[src/rtl/otter_fetch_pkg.sv]
// Shared types and constants for the OTTER instruction-fetch stage.
package otter_fetch_pkg;

  typedef enum logic [1:0] {
    ST_FETCH = 2'd0,
    ST_WAIT  = 2'd1,
    ST_HOLD  = 2'd2,
    ST_DRAIN = 2'd3
  } fetch_state_t;

  localparam logic [31:0] NOP_INSTR = 32'h00000013;

endpackage

[src/rtl/otter_if_id_reg.sv]
// IF/ID pipeline register: load has priority, then bubble, otherwise hold.
module otter_if_id_reg
  import otter_fetch_pkg::*;
(
  input  logic        i_clk,
  input  logic        i_rst,
  input  logic        i_load,
  input  logic        i_bubble,
  input  logic [31:0] i_instr,
  input  logic [31:0] i_pc,
  input  logic [31:0] i_pc_inc,
  output logic        o_valid,
  output logic [31:0] o_instr,
  output logic [31:0] o_pc,
  output logic [31:0] o_pc_inc
);

  logic        r_valid;
  logic [31:0] r_instr;
  logic [31:0] r_pc;
  logic [31:0] r_pc_inc;

  always_ff @(posedge i_clk) begin
    if (i_rst) begin
      r_valid  <= 1'b0;
      r_instr  <= NOP_INSTR;
      r_pc     <= 32'd0;
      r_pc_inc <= 32'd0;
    end else if (i_load) begin
      r_valid  <= 1'b1;
      r_instr  <= i_instr;
      r_pc     <= i_pc;
      r_pc_inc <= i_pc_inc;
    end else if (i_bubble) begin
      // A bubble keeps the PCs so decode still sees a coherent address.
      r_valid  <= 1'b0;
      r_instr  <= NOP_INSTR;
    end
  end

  assign o_valid  = r_valid;
  assign o_instr  = r_instr;
  assign o_pc     = r_pc;
  assign o_pc_inc = r_pc_inc;

endmodule

[src/rtl/otter_fetch_stage.sv]
// Fetch control FSM with one outstanding imem request, hold buffer and IF/ID register.
// Handshake: a request transfers when IMEM_REQ & IMEM_READY; IMEM_RDATA is consumed only when IMEM_RVALID.
module otter_fetch_stage
  import otter_fetch_pkg::*;
(
  input  logic         CLK,
  input  logic         RST,
  input  logic [31:0]  PC_IN,
  input  logic [31:0]  PC_INC_IN,
  output logic         PC_WRITE,
  output logic         IMEM_REQ,
  output logic [31:0]  IMEM_ADDR,
  input  logic         IMEM_READY,
  input  logic         IMEM_RVALID,
  input  logic [31:0]  IMEM_RDATA,
  input  logic         STALL,
  input  logic         FLUSH,
  output logic         ID_VALID,
  output logic [31:0]  ID_INSTR,
  output logic [31:0]  ID_PC,
  output logic [31:0]  ID_PC_INC,
  output fetch_state_t DBG_STATE
);

  fetch_state_t r_state;
  logic [31:0]  r_fetch_pc;
  logic [31:0]  r_fetch_pc_inc;
  logic [31:0]  r_hold_instr;

  fetch_state_t w_next;
  logic         w_load;
  logic         w_bubble;
  logic [31:0]  w_load_instr;
  logic         w_cap_fetch;
  logic         w_cap_hold;

  always_ff @(posedge CLK) begin
    if (RST) begin
      r_state        <= ST_FETCH;
      r_fetch_pc     <= 32'd0;
      r_fetch_pc_inc <= 32'd0;
      r_hold_instr   <= 32'd0;
    end else begin
      r_state <= w_next;
      if (w_cap_fetch) begin
        r_fetch_pc     <= PC_IN;
        r_fetch_pc_inc <= PC_INC_IN;
      end
      if (w_cap_hold) r_hold_instr <= IMEM_RDATA;
    end
  end

  always_comb begin
    w_next       = r_state;
    IMEM_REQ     = 1'b0;
    PC_WRITE     = 1'b0;
    w_load       = 1'b0;
    w_bubble     = 1'b0;
    w_load_instr = IMEM_RDATA;
    w_cap_fetch  = 1'b0;
    w_cap_hold   = 1'b0;
    if (RST) begin
      w_next = ST_FETCH;
    end else if (FLUSH) begin
      // Redirect: the PC loads the target, anything in flight is abandoned.
      PC_WRITE = 1'b1;
      w_bubble = 1'b1;
      case (r_state)
        ST_WAIT:  w_next = IMEM_RVALID ? ST_FETCH : ST_DRAIN;
        ST_DRAIN: w_next = ST_DRAIN;
        default:  w_next = ST_FETCH;
      endcase
    end else begin
      case (r_state)
        ST_FETCH: begin
          IMEM_REQ = 1'b1;
          w_bubble = !STALL;
          if (IMEM_READY) begin
            w_cap_fetch = 1'b1;
            w_next      = ST_WAIT;
          end
        end
        ST_WAIT: begin
          if (IMEM_RVALID && !STALL) begin
            w_load   = 1'b1;
            PC_WRITE = 1'b1;
            w_next   = ST_FETCH;
          end else if (IMEM_RVALID) begin
            w_cap_hold = 1'b1;
            w_next     = ST_HOLD;
          end else begin
            w_bubble = !STALL;
          end
        end
        ST_HOLD: begin
          w_load_instr = r_hold_instr;
          if (!STALL) begin
            w_load   = 1'b1;
            PC_WRITE = 1'b1;
            w_next   = ST_FETCH;
          end
        end
        default: begin
          w_bubble = !STALL;
          if (IMEM_RVALID) w_next = ST_FETCH;
        end
      endcase
    end
  end

  assign IMEM_ADDR = PC_IN;
  assign DBG_STATE = r_state;

  otter_if_id_reg u_if_id (
    .i_clk    (CLK),
    .i_rst    (RST),
    .i_load   (w_load),
    .i_bubble (w_bubble),
    .i_instr  (w_load_instr),
    .i_pc     (r_fetch_pc),
    .i_pc_inc (r_fetch_pc_inc),
    .o_valid  (ID_VALID),
    .o_instr  (ID_INSTR),
    .o_pc     (ID_PC),
    .o_pc_inc (ID_PC_INC)
  );

endmodule

[config.mk]
export PLATFORM = sky130hd
export DESIGN_NAME = otter_fetch_stage
export DESIGN_NICKNAME = d
export VERILOG_FILES = /design/src/rtl/otter_fetch_pkg.sv /design/src/rtl/otter_if_id_reg.sv /design/src/rtl/otter_fetch_stage.sv
export SDC_FILE = /design/constraint.sdc
export NUM_CORES = 1
export LEC_CHECK = 0
export CORE_MARGIN = 4
export CORE_UTILIZATION = 45
export DETAILED_ROUTE_END_ITERATION = 16
export DONT_BUFFER_PORTS = 1
export GPL_TIMING_DRIVEN = 0
export PLACE_DENSITY = 0.68
export SETUP_SLACK_MARGIN = 0.3
export SYNTH_ARGS = -nofsm -noshare
export SYNTH_HDL_FRONTEND = slang
export SYNTH_SLANG_ARGS = --single-unit
[constraint.sdc]
create_clock -name CLK -period 3 [get_ports CLK]
set_input_delay 0.6 -clock CLK [delete_from_list [all_inputs] [get_ports CLK]]
set_output_delay 0.6 -clock CLK [all_outputs]
set_load 0.01 [all_outputs]
==> results.py <==
metrics = {
    "status": {
        "status": "finished clean",
    },
    "global_routing": {
        "grtUsageTotal_pct": 20.3,
        "antenna_found_initial": 1,
        "grt_pass1_vias": 5707,
        "grt_first_pass_wirelength_um": 31600,
        "grt_overflow": 0,
        "grt_max_degree": 17,
    },
    "setup_path": {
        "required_ns": 2.40,
        "start_kind": "flip-flop",
        "cp_max_fo": 7,
        "worst-setup-path-type": "reg -> out",
        "end_kind": "output pin",
        "cp_data_arrival_time_ns": 1.95,
    },
    "pwr": {
        "p_per_area_mw_per_mm2": 658,
        "power_uw": 5680,
        "power.leakage_uw": 0.00302,
        "vdd_drop_max_uv": 374,
    },
    "timing": {
        "skew_ns": 0.00876,
        "fmax_mhz": 392,
        "slew_violations": 0,
        "tightest_slew_ns": 0.623,
        "final-setup-viol-count": 0,
        "fin_crit_ns": 2.55,
        "timing.final.crit_share_pct": 85.0,
        "hold_ws_ns": 0.274,
        "slew_headroom_pct": 58.2,
        "fin_setup_tns_ns": 0,
        "rsz0062_at_grt": "false",
        "final_hold_viol_count": 0,
    },
    "cts": {
        "root_buffer": "clkbuf_16",
        "htree_levels": 4,
        "cts.sinks": 195,
        "post_cts_buffers": 0,
        "clk_latency_ns": 0.43,
        "cts_tree": "done",
        "cts_buffer_depth": 2,
        "cts_buffers": 17,
        "clk_pin_slew_ns": 0.07,
    },
    "floorplan": {
        "core_mm2": 0.0167,
        "ios": 235,
        "dieWidth_um": 139,
        "die_y_um": 139,
        "dieArea_mm2": 0.0193,
        "start_util_pct": 46.1,
        "rows": 47,
    },
    "placement": {
        "hpwl_um": 14500,
        "place.gp.congestion": 0.802,
        "numPortBuffers": 0,
        "postPlaceCellArea_mm2": 0.00798,
    },
    "detailed_routing": {
        "drtPass1Iterations": 5,
        "wl_um": 20200,
        "vias": 6001,
        "drc_errors": 0,
        "vias_per_cell": 5.15,
        "antenna_left": 0,
        "avgRoutedWirePerCell_um": 17.4,
        "drt_iter0_drc": 289,
    },
    "synth": {
        "synth-compound-area-share_pct": 14.4,
        "synth-adder-area-share_pct": 0.650,
        "syn_area_mm2": 0.00770,
        "synth.area.top_cells": "dfxtp_1 51%, nand2_1 11%, nand2b_1 8.1%",
        "synth_nets": 1022,
        "synth.distinct_cells": 27,
        "ys_warn_count": 0,
        "synth_top_family_by_area": "simple AND/OR/NAND/NOR gates",
        "synth_top_area_share_pct": 50.7,
        "synth.area.mux_share_pct": 4.63,
        "ys_ff_latch": 195,
        "ys_seq_area_share_pct": 50.7,
        "yosys.area_share.simple_pct": 22.4,
        "syn_avg_cell_area_um2": 8.41,
        "synthXorXnorAreaFrac_pct": 0,
        "synthCells": 916,
        "synth_largest_area_cell": "dfxtp_1",
    },
    "final_layout": {
        "seqCellArea_mm2": 0.00390,
        "design_area_mm2": 0.00864,
        "fillers": 1585,
        "multi_input_area_mm2": 0.00325,
        "drive_above_1_share_pct": 13.2,
        "num_antenna_cells": 0,
        "syn_to_final_growth_pct": 12.2,
        "nets": 1041,
    },
    "run": {
        "cap_viol_max_count": 0,
    },
    "hold_path": {
        "hold_path.class": "in -> reg",
    },
}
timing repair:
item,CTS,global route
pin swaps,0,0
hold buffers,0,0
resized for setup,4,3
setup endpoints to repair,4,1
cells in the mapped netlist:
master and instances:
mux2_2 28, a21o_1 1, a22oi_1 29, buf_2 21, o21a_1 1, a31oi_1 1
or2_1 3, o21ai_0 98, o211ai_1 1, buf_4 39, clkbuf_1 39, nor4b_4 1
nand2_1 228, dfxtp_1 195, inv_1 3, nor2_1 35, nor3_1 2, ha_1 4
nor3_2 1, nand3_1 2, a21oi_1 75, mux2i_1 3, nand2b_1 100, mux2_1 1
or4b_1 2, and2_1 1, nor3b_1 2
critical path, cell delays in order, from the launching register on:
cell and delay (ns):
dfxtp_1 0.50, inv_1 0.12, ha_1 0.28, a21oi_1 0.33, nor3b_1 0.09, nor2_1 0.13, nor2_2 0.08
logic make-up after synthesis:
kind of cell | Yosys count
AOI/OAI and AO/OA | 206
muxes | 32
buffers and inverters | 102
adders and majority gates | 4
and+or+nand+nor | 377
DFF | 195
through the flow:
step	cells	utilization, %	worst slack [ns]
after floorplan	916	-	0.743
after global placement	1136	47.8	-0.227
after detailed placement	1136	47.8	-0.207
after CTS	1166	51.7	0.309
after global routing	1166	51.8	0.346
final	1166	51.8	0.450
final timing paths:
check	depth (start not counted)	startpoint	slack [ns]	endpoint
max	6	DBG_STATE[1]$_SDFFE_PP0P_	0.45	PC_WRITE
min reg2reg	2	r_fetch_pc_inc[8]$_SDFFE_PP0P_	0.45	u_if_id.o_pc_inc[8]$_SDFFE_PP0P_
min	2	PC_INC_IN[4]	0.27	r_fetch_pc_inc[4]$_SDFFE_PP0P_
max reg2reg	6	DBG_STATE[0]$_SDFFE_PP0P_	0.65	u_if_id.o_instr[21]$_SDFFE_PP0P_
sequential cells by signal (all words and copies together) (netlist names):
register,flops
r_fetch_pc,32
r_fetch_pc_inc,32
r_hold_instr,32
u_if_id.o_instr,32
u_if_id.o_pc,32
u_if_id.o_pc_inc,32
DBG_STATE,2
u_if_id.o_valid,1
placed cells by master (no fill, tap or decap):
master      netlist  routed
nand2_1         228     228
dfxtp_1         195     195
nand2b_1        100     100
o21ai_0          98      98
a21oi_1          75      75
buf_4            39      39
clkbuf_1         39      36
nor2_1           35      34
a22oi_1          29      29
mux2_2           28      28
buf_2            21      21
clkbuf_16         0      17
bufinv_16         0       5
ha_1              4       4
inv_1             3       3
mux2i_1           3       3
or2_1             3       3
inv_6             0       3
clkbuf_2          0       2
nand3_1           2       2
or4b_1            2       2
nor3_1            2       2
clkbuf_8          0       2
nor3b_2           0       1
clkbuf_4          0       1
nor3b_1           2       1
nor2_2            0       1
and2_1            1       1
nor3_2            1       1
nor4b_4           1       1
mux2_1            1       1
a21o_1            1       1
a31oi_1           1       1
o21a_1            1       1
o211ai_1          1       1
clkinvlp_4        0       1
clkinv_4          0       1
clkinv_2          0       1
cell type report:
cell class | count | share of cell area [%]
well taps | 220 | 3.18
plain buffers | 99 | 6.37
inverters | 3 | 0.130
clock buffers | 19 | 5.24
flip-flops and latches | 195 | 45.2
multi-input cells | 619 | 37.6
clock inverters | 11 | 2.29
report_power, final:
group          leakage [uW]  internal (uW)  switching, uW  total (uW)
Sequential          0.00158           2670           53.2        2720
Clock              0.000316           1520           1000        2530
Combinational       0.00112            180            256         436
Total               0.00302           4370           1310        5680
metal layers:
layer / up-vias / global-route usage, % / routed length [um] / share of wire, %
li1: 3009 / - / - / -
met2: 189 / 32.3 / 9330 / 46
met1: 2777 / 25.5 / 8840 / 44
met5: - / 0 / 6 / 0.030
met3: 24 / 7.52 / 1680 / 8.3
met4: 2 / 6.69 / 385 / 1.9
Note: power is estimated with default switching activity, not from simulation.
